==> src/rtl/vga_timing_ctrl_pkg.sv <==
// Shared 640x480@60 VGA timing constants and sync polarity.
// Pattern generators import this package so that every block uses the same values.
package vga_timing_ctrl_pkg;

    localparam int VGA_H_VISIBLE = 640;
    localparam int VGA_H_FRONT   = 16;
    localparam int VGA_H_SYNC    = 96;
    localparam int VGA_H_BACK    = 48;

    localparam int VGA_V_VISIBLE = 480;
    localparam int VGA_V_FRONT   = 10;
    localparam int VGA_V_SYNC    = 2;
    localparam int VGA_V_BACK    = 33;

    // Both syncs are active-low in this mode.
    localparam logic SYNC_ACTIVE = 1'b0;

    function automatic logic in_window(
        logic [9:0] v,
        logic [9:0] lo,
        logic [9:0] hi
    );
        return (v >= lo) && (v <= hi);
    endfunction

endpackage

==> src/rtl/vga_timing_ctrl_wrap_counter.sv <==
// Enabled up-counter that wraps MAX->0 and flags the wrapping cycle.
// RST_VAL lets the raster counters park at their last value out of reset.
module wrap_counter #(
    parameter int WIDTH   = 10,
    parameter int MAX     = 799,
    parameter int RST_VAL = MAX
) (
    input  logic             clk_i,
    input  logic             rst_n_i,
    input  logic             en_i,
    output logic [WIDTH-1:0] count_o,
    output logic             wrap_o
);

    localparam logic [WIDTH-1:0] MAX_V = WIDTH'(MAX);
    localparam logic [WIDTH-1:0] RST_V = WIDTH'(RST_VAL);

    // Count up on enable, wrapping back to zero after MAX.
    always_ff @(posedge clk_i) begin
        if (!rst_n_i) begin
            count_o <= RST_V;
        end else if (en_i) begin
            count_o <= (count_o == MAX_V) ? '0 : count_o + WIDTH'(1);
        end
    end

    assign wrap_o = en_i && (count_o == MAX_V);

endmodule

==> src/rtl/vga_timing_ctrl.sv <==
// VGA raster timing: column/row counters, sync/visible decode,
// frame-start pulse and a test-pattern index stepped every N frames.
module vga_timing_ctrl
    import vga_timing_ctrl_pkg::*;
#(
    parameter int FRAMES_PER_PATTERN = 60,
    parameter int NUM_PATTERNS       = 4,
    parameter int H_VISIBLE          = VGA_H_VISIBLE,
    parameter int H_FRONT            = VGA_H_FRONT,
    parameter int H_SYNC             = VGA_H_SYNC,
    parameter int H_BACK             = VGA_H_BACK,
    parameter int V_VISIBLE          = VGA_V_VISIBLE,
    parameter int V_FRONT            = VGA_V_FRONT,
    parameter int V_SYNC             = VGA_V_SYNC,
    parameter int V_BACK             = VGA_V_BACK
) (
    input  logic       clk_i,
    input  logic       rst_n_i,
    input  logic       pix_en_i,
    input  logic       hold_i,
    output logic [9:0] column_o,
    output logic [9:0] row_o,
    output logic       hsync_o,
    output logic       vsync_o,
    output logic       visible_o,
    output logic       frame_start_o,
    output logic [1:0] pattern_o
);

    localparam int H_TOTAL = H_VISIBLE + H_FRONT + H_SYNC + H_BACK;
    localparam int V_TOTAL = V_VISIBLE + V_FRONT + V_SYNC + V_BACK;

    localparam logic [9:0] HS_FIRST = 10'(H_VISIBLE + H_FRONT);
    localparam logic [9:0] HS_LAST  = 10'(H_VISIBLE + H_FRONT + H_SYNC - 1);
    localparam logic [9:0] VS_FIRST = 10'(V_VISIBLE + V_FRONT);
    localparam logic [9:0] VS_LAST  = 10'(V_VISIBLE + V_FRONT + V_SYNC - 1);
    localparam logic [9:0] H_VIS_V  = 10'(H_VISIBLE);
    localparam logic [9:0] V_VIS_V  = 10'(V_VISIBLE);

    localparam int FC_W =
        (FRAMES_PER_PATTERN > 1) ? $clog2(FRAMES_PER_PATTERN) : 1;
    localparam logic [FC_W-1:0] FC_LAST  = FC_W'(FRAMES_PER_PATTERN - 1);
    localparam logic [1:0]      PAT_LAST = 2'(NUM_PATTERNS - 1);

    logic            h_wrap;
    logic            v_wrap;
    logic            f_wrap;
    logic            frame_cnt_en;
    logic [FC_W-1:0] frame_cnt;
    logic            primed;
    logic            frame_start_q;
    logic [1:0]      pattern_q;

    // The wrap out of the reset position opens frame 1 but completes no frame.
    assign frame_cnt_en = v_wrap & primed & ~hold_i;

    wrap_counter #(
        .WIDTH   (10),
        .MAX     (H_TOTAL - 1),
        .RST_VAL (H_TOTAL - 1)
    ) u_h_cnt (
        .clk_i   (clk_i),
        .rst_n_i (rst_n_i),
        .en_i    (pix_en_i),
        .count_o (column_o),
        .wrap_o  (h_wrap)
    );

    wrap_counter #(
        .WIDTH   (10),
        .MAX     (V_TOTAL - 1),
        .RST_VAL (V_TOTAL - 1)
    ) u_v_cnt (
        .clk_i   (clk_i),
        .rst_n_i (rst_n_i),
        .en_i    (h_wrap),
        .count_o (row_o),
        .wrap_o  (v_wrap)
    );

    wrap_counter #(
        .WIDTH   (FC_W),
        .MAX     (FRAMES_PER_PATTERN - 1),
        .RST_VAL (0)
    ) u_f_cnt (
        .clk_i   (clk_i),
        .rst_n_i (rst_n_i),
        .en_i    (frame_cnt_en),
        .count_o (frame_cnt),
        .wrap_o  (f_wrap)
    );

    // Remember that the raster has left its reset position.
    always_ff @(posedge clk_i) begin
        if (!rst_n_i) begin
            primed <= 1'b0;
        end else if (pix_en_i) begin
            primed <= 1'b1;
        end
    end

    // Pulse for the one cycle in which the counters first show (0,0).
    always_ff @(posedge clk_i) begin
        if (!rst_n_i) begin
            frame_start_q <= 1'b0;
        end else begin
            frame_start_q <= v_wrap;
        end
    end

    // Step the pattern on the same edge that starts the new frame.
    always_ff @(posedge clk_i) begin
        if (!rst_n_i) begin
            pattern_q <= 2'd0;
        end else if (f_wrap && (frame_cnt == FC_LAST)) begin
            pattern_q <= (pattern_q == PAT_LAST) ? 2'd0 : pattern_q + 2'd1;
        end
    end

    assign hsync_o = in_window(column_o, HS_FIRST, HS_LAST)
                     ? SYNC_ACTIVE : ~SYNC_ACTIVE;
    assign vsync_o = in_window(row_o, VS_FIRST, VS_LAST)
                     ? SYNC_ACTIVE : ~SYNC_ACTIVE;
    assign visible_o     = (column_o < H_VIS_V) && (row_o < V_VIS_V);
    assign frame_start_o = frame_start_q;
    assign pattern_o     = pattern_q;

endmodule

==> config.mk <==
export PLATFORM = sky130hd
export DESIGN_NAME = vga_timing_ctrl
export DESIGN_NICKNAME = d
export VERILOG_FILES = /design/src/rtl/vga_timing_ctrl_pkg.sv /design/src/rtl/vga_timing_ctrl_wrap_counter.sv /design/src/rtl/vga_timing_ctrl.sv
export SDC_FILE = /design/constraint.sdc
export NUM_CORES = 1
export LEC_CHECK = 0
export ABC_AREA = 1
export BUFFER_PORTS_ARGS = -buffer_cell sky130_fd_sc_hd__buf_2
export CORE_UTILIZATION = 55
export CTS_CLUSTER_SIZE = 25
export DETAILED_ROUTE_END_ITERATION = 12
export GPL_TIMING_DRIVEN = 0
export HOLD_SLACK_MARGIN = 0.08
export PLACE_DENSITY = 0.74
export REMOVE_ABC_BUFFERS = 1
export SETUP_SLACK_MARGIN = 0.05
export SYNTH_ARGS = -nofsm -noshare
export SYNTH_HDL_FRONTEND = slang
export SYNTH_SLANG_ARGS = --single-unit
==> constraint.sdc <==
create_clock -name clk_i -period 1.8 [get_ports clk_i]
set_input_delay 0 -clock clk_i [delete_from_list [all_inputs] [get_ports clk_i]]
set_output_delay 0 -clock clk_i [all_outputs]
set_load 0.1 [all_outputs]
Yosys cells after proc, flatten, opt, wreduce, memory -nomap -nowiden

Cells that the tools add are included.

Add/subtract/negate cells: 4
$mul: 0
Div/mod/pow operators: 0
Order comparisons: 6
Equality and inequality tests: 4
Shift-type cells: 0
Muxes and demuxes: 6
Bitwise operators: 3
Reductions and logical operators: 7

Operators with widths:

| cell                    | count |
|---|---|
| $add A10 B1 Y10 const B | 2 |
| $eq A10 B10 Y1 const B  | 2 |
| $mux W10                | 2 |
| $ge A10 B10 Y1 const B  | 1 |
| $ge A10 B9 Y1 const B   | 1 |
| $le A10 B10 Y1 const B  | 1 |
| $le A10 B9 Y1 const B   | 1 |
| $lt A10 B10 Y1 const B  | 1 |
| $lt A10 B9 Y1 const B   | 1 |
| $logic_and A1 B1 Y1     | 7 |
| $add A6 B1 Y6 const B   | 1 |
| $eq A6 B6 Y1 const B    | 1 |
| $mux W6                 | 1 |
| $add A2 B1 Y2 const B   | 1 |
| $and A1 B1 Y1           | 2 |
| $eq A2 B2 Y1 const B    | 1 |
| $mux W1                 | 2 |
| $mux W2                 | 1 |
| $not A1 Y1              | 1 |

Bits in registers: 30
Bits in latches: 0
RAM bits: 0
ROM bits: 0
Bits of input ports: 4
Output and inout port bits: 26
Memories: 0

Depth between registers and ports, before layout

Depth in word-level cells: 7
Mapped depth: 10
Mapped depth without buffers: 10

Modules after synthesis

Synthesis repeated with hierarchy kept, for this count alone.

Cell total of the unflattened synthesis: 246
Area total of the unflattened synthesis: 1641.6 µm²

Modules (own cells, without submodules):

| module                 | times used | cells each | area each (µm²) |
|---|---|---|---|
| wrap_counter (u_v_cnt) | 1          | 83         | 571.8 |
| wrap_counter (u_h_cnt) | 1          | 74         | 505.5 |
| wrap_counter (u_f_cnt) | 1          | 43         | 295.3 |
| vga_timing_ctrl        | 1          | 46         | 269.0 |

Least setup slack after synthesis

Ideal clock, no wire load.

Kind: reg2out
Start: reg u_v_cnt.count_o[0]
End: out vsync_o
Arrival time: 2915 ps
Setup slack: -1115 ps
Stages on the path, launching flop included: 4
Buffers on the path: 0
Cell sequence: dfxtp_1 inv_1 ha_1 o211ai_1

Cells in the longest elaborated chain, start to end: 3

Ends and longest elaborated chain:

| element                                        | line                               | text |
|---|---|---|
| start: declaration                             | vga_timing_ctrl_wrap_counter.sv:11 | `output logic [WIDTH-1:0] count_o,` |
| start signal: assignment                       | vga_timing_ctrl_wrap_counter.sv:23 | `count_o <= (count_o == MAX_V) ? '0 : count_o + WIDTH'(1);` |
| $ge A10 B9 Y1 or $le A10 B9 Y1 (tied branches) | vga_timing_ctrl_pkg.sv:23          | `return (v >= lo) && (v <= hi);` |
| $logic_and A1 B1 Y1 *                          | vga_timing_ctrl_pkg.sv:23          |  |
| $mux W1 *                                      | vga_timing_ctrl.sv:123             | `? SYNC_ACTIVE : ~SYNC_ACTIVE;` |
| end: declaration                               | vga_timing_ctrl.sv:24              | `output logic vsync_o,` |

Every way passes the cells marked *; elsewhere a longest branch is shown, timed or not.

Worst setup path after layout

Start: reg u_v_cnt.count_o[5]
End: out vsync_o

The elaborated chain is that of the path after synthesis.

==> flow_results.org <==
** Placement
- Post-DP HPWL :: 2490 um
- Total of buffers placed on input and output ports :: 29
- At the end of routability-driven placement, the weighted congestion stood at 0.842.
- Cell Area, Placed :: 1900 um^2

** STA
- Final clock skew :: 0.00755 ns
- Setup violations remaining at the end of the flow were counted as 0.
- Achievable clock frequency :: 0.618 GHz
- Final hold analysis gives a worst-case slack of 0.116 ns.
- Max-slew violation total from the final report :: 0
- Setup repair after global routing left no endpoint under its margin.
- Worst Max-Slew Pin Slew :: 0.687 ns
- The smallest clock period supported by the final layout is computed as 1.62 ns.
- Measured against its own limit, the worst slew margin works out to 54.0%.
- The number of hold violations in the final report came to 0.
- Final worst path period share :: 89.9%

** Logic synthesis
- Register bit total from synthesis :: 30
- Biggest area consumer among synthesized cells :: sky130_fd_sc_hd__dfxtp_1
- The Yosys step of the flow raised 0 warnings.
- Share of flip-flops with an asynchronous set or reset after synthesis :: 0%
- Dividing the synthesized area by the synthesized cell count gives 7.09 um^2.
- By area the synthesized netlist is led by sky130_fd_sc_hd__dfxtp_1, sky130_fd_sc_hd__nand2_1, sky130_fd_sc_hd__nor2_1.
- After synthesis, flip-flops and latches occupy 34.4% of the total area.
- Number of flops mapped to enable cells by yosys :: 0
- After synthesis, the most frequently instantiated cells are sky130_fd_sc_hd__nand2_1, sky130_fd_sc_hd__nor2_1, sky130_fd_sc_hd__inv_1, sky130_fd_sc_hd__dfxtp_1, sky130_fd_sc_hd__nand3_1.
- The most used flip-flop cell after synthesis is sky130_fd_sc_hd__dfxtp_1.
- Library cell with the highest instance count after synthesis :: sky130_fd_sc_hd__nand2_1
- Proportion of netlist area held by the largest area contributor :: 34.4%
- The mapped netlist covers 1740 um^2.
- Post-Synthesis Cells :: 246
- Counting distinct cell types in the post-synthesis netlist gives 28.

** Layout
- In the final design database the tool counted 297 nets.
- Share of the core filled with cells in the final layout :: 68.0%
- The layout has 282 filler cells.
- The area growth from synthesis to layout is 18.0%.
- Fraction of final layout cells with drive strength greater than 1 :: 22.3%
- The repair_antennas step left the layout with diodes totalling 0.
- Final Instance Area :: 2060 um^2

** Worst setup path
- Crit Path Max Fanout :: 6
- For this run, the slowest stage of the critical path takes 0.46 ns.
- By startpoint and endpoint, the worst setup path is classified as register to output port.
- STA classifies the critical path endpoint as an output port.
- Counting both buffers and inverters, the worst setup path holds a total of 1.
- STA classifies the critical path startpoint as a register.
- Crit path required time :: 1.80 ns
- Worst-path cell with the longest stage delay :: sky130_fd_sc_hd__dfxtp_1
- STA puts the critical path data arrival time at 1.62 ns.
- Cell Chain, Critical Path :: nand2_1 -> nor3_1 -> o211ai_1 -> buf_4
- Family with the most delay on the worst path :: flip-flops

** Min path
- The min-delay analysis places its worst path in the category input pin to register.

** Die
- Chip height :: 58.3 um
- The die covers 3400 um^2.
- In this run the standard cell core region covers 3030 um^2.
- Die extent in x :: 58.3 um
- Top-level port count :: 30
- For this configuration, the core starts out at a cell density of 57.6%.
- Standard-cell row count :: 20

** Pwr
- VDD sags by at most 896 uV.
- Per report_power, the clock group accounts for 22.0% of the total.
- Sequential cells burn 38.7% of the power.
- In this run the power density over the cells is 976 nW/um^2.
- Cell internal pwr :: 1.08 mW
- For this design the static power due to leakage is 0.982 nW.
- Switch Pwr :: 0.924 mW
- The share of total power dissipated in combinational logic is 39.3%.
- Net switching is 46.0% of the power.

** Run status
- The flow ran to the end, and the final reports show no timing, DRC or antenna violations.

** Global route
- Global routing finished with a remaining overflow of 0.
- The first global-routing pass estimated 6270 um of wire.
- Initial antenna violation count :: 0
- Entering global routing, the biggest net connects 20 pins.
- Global routing used 24.5% of the available tracks across all layers.
- The number of global-route vias before repair came to 1409.

** Clocking
- Clk slew on worst S/H paths :: 0.10 ns
- TritonCTS built the clock tree.
- The cell sitting at the root of the clock tree is a sky130_fd_sc_hd__clkbuf_4.
- TritonCTS buffer count :: 5
- Worst skew pair latency :: 0.34 ns
- Clock tree synthesis found a total of 30 sinks.
- CTS built an H-tree with a depth of 2.
- In this run the deepest clock path goes through 2 buffers.

** Routing
- Dividing the detail-routed wire length by the instance count gives 11.5 um.
- Detailed Route WL :: 3810 um
- DR vias/cell :: 4.98
- Number of remaining DRC errors :: 0
- Before antenna repair, the detailed router went through 4 iterations.
- Once detail routing completed, the nets flagged for antenna violations numbered 0.
- After the first detailed-routing iteration, the DRC count stood at 78.
- Summing over every cut layer, the via total after detailed routing is 1649.

** Flow run
- Reported max-cap violation count :: 0
final timing paths:
kind | end | cells past startpoint | slack, ns | start
hold reg to reg | primed | 2 | 0.47 | primed
setup reg to reg | u_f_cnt.count_o[0] | 9 | 0.19 | u_v_cnt.count_o[1]
hold / removal | u_f_cnt.count_o[2] | 4 | 0.12 | hold_i
setup / recovery | vsync_o | 4 | 0.18 | u_v_cnt.count_o[5]
metal layers:
| layer | share of wire [%] | track usage (%) | vias up |
|---|---|---|---|
| li1 | - | - | 877 |
| met1 | 51 | 32.5 | 737 |
| met2 | 43 | 37.4 | 29 |
| met3 | 3.8 | 6.81 | 6 |
| met4 | 1.9 | 10.9 | 0 |
| met5 | 0 | 0 | - |
worst reg2reg max path, stage by stage (launching register included):
cell and delay, ns:
sky130_fd_sc_hd__dfxtp_1 0.38, sky130_fd_sc_hd__inv_1 0.11, sky130_fd_sc_hd__ha_1 0.21, sky130_fd_sc_hd__nand3_4 0.09
sky130_fd_sc_hd__nor2_4 0.13, sky130_fd_sc_hd__nand2_4 0.11, sky130_fd_sc_hd__nor2_8 0.19, sky130_fd_sc_hd__nand2_4 0.09
sky130_fd_sc_hd__o21ai_1 0.15, sky130_fd_sc_hd__nor2_1 0.05
sequential cells by signal, summed over array words and instances, names as in the netlist:
name / flops
frame_start_o: 1
u_f_cnt.count_o: 6
u_h_cnt.count_o: 10
pattern_o: 2
primed: 1
u_v_cnt.count_o: 10
cells in the final DEF (no fill, tap or decap), types with 7 or more instances in the layout:
master                    instances
sky130_fd_sc_hd__nand2_1         50
sky130_fd_sc_hd__nor2_1          36
sky130_fd_sc_hd__inv_1           34
sky130_fd_sc_hd__buf_2           28
sky130_fd_sc_hd__dfxtp_1         27
sky130_fd_sc_hd__nand3_1         16
sky130_fd_sc_hd__o21ai_0         11
sky130_fd_sc_hd__a21oi_1         10
sky130_fd_sc_hd__nor3_1           7
sky130_fd_sc_hd__buf_4            7
area by class of cell:
cell class / count / area, um^2 / area share, %
timing repair buffer: 37 / 213 / 10.3
clock buffer: 7 / 55.1 / 2.67
tap: 44 / 55.1 / 2.67
inverter: 36 / 135 / 6.57
multi-input combinational: 176 / 991 / 48.1
sequential: 30 / 604 / 29.4
clock inverter: 1 / 5.00 / 0.243
power groups by stage:
stage | combinational, mW | sequential, mW | clock (mW)
4_1_cts | 0.756 | 0.773 | 0.454
2_1_floorplan | 0.292 | 1.09 | 0
3_5_place_dp | 0.712 | 0.788 | 0
3_3_place_gp | 0.708 | 0.788 | 0
5_1_grt | 0.838 | 0.785 | 0.488
6_report | 0.789 | 0.777 | 0.443
timing repair:
action                                  in CTS  in global routing
buffers inserted                             4                  2
gates resized for setup                      1                  6
gates cloned                                 1                  1
endpoints found under the setup margin       8                 15
hold buffers                                 2                  0
pin swaps                                    2                  2
hold endpoints to repair                    17                  0
logic make-up (layout without fill, tap and decap cells):
logic type | Yosys count | after routing | synth area share, %
buffers and inverters | 42 | 81 | 10.5
adders and majority gates | 7 | 7 | 5.02
and+or+nand+nor | 131 | 133 | 37.7
xor gates and xnor gates | 4 | 4 | 2.01
AOI/OAI and AO/OA | 32 | 32 | 10.3
DFF | 30 | 30 | 34.4
stage by stage:
stage / setup WS [ns] / std cells / power [mW] / setup TNS, ns
4_1_cts: 0.110 / 328 / 1.98 / 0
2_1_floorplan: -1.12 / 240 / 1.38 / -12.68
6_report: 0.182 / 331 / 2.01 / 0
5_1_grt: 0.0438 / 331 / 2.11 / 0
3_3_place_gp: 0.0525 / 313 / 1.50 / 0
3_5_place_dp: 0.0568 / 313 / 1.50 / 0
Note: power is estimated with default switching activity, not from simulation.
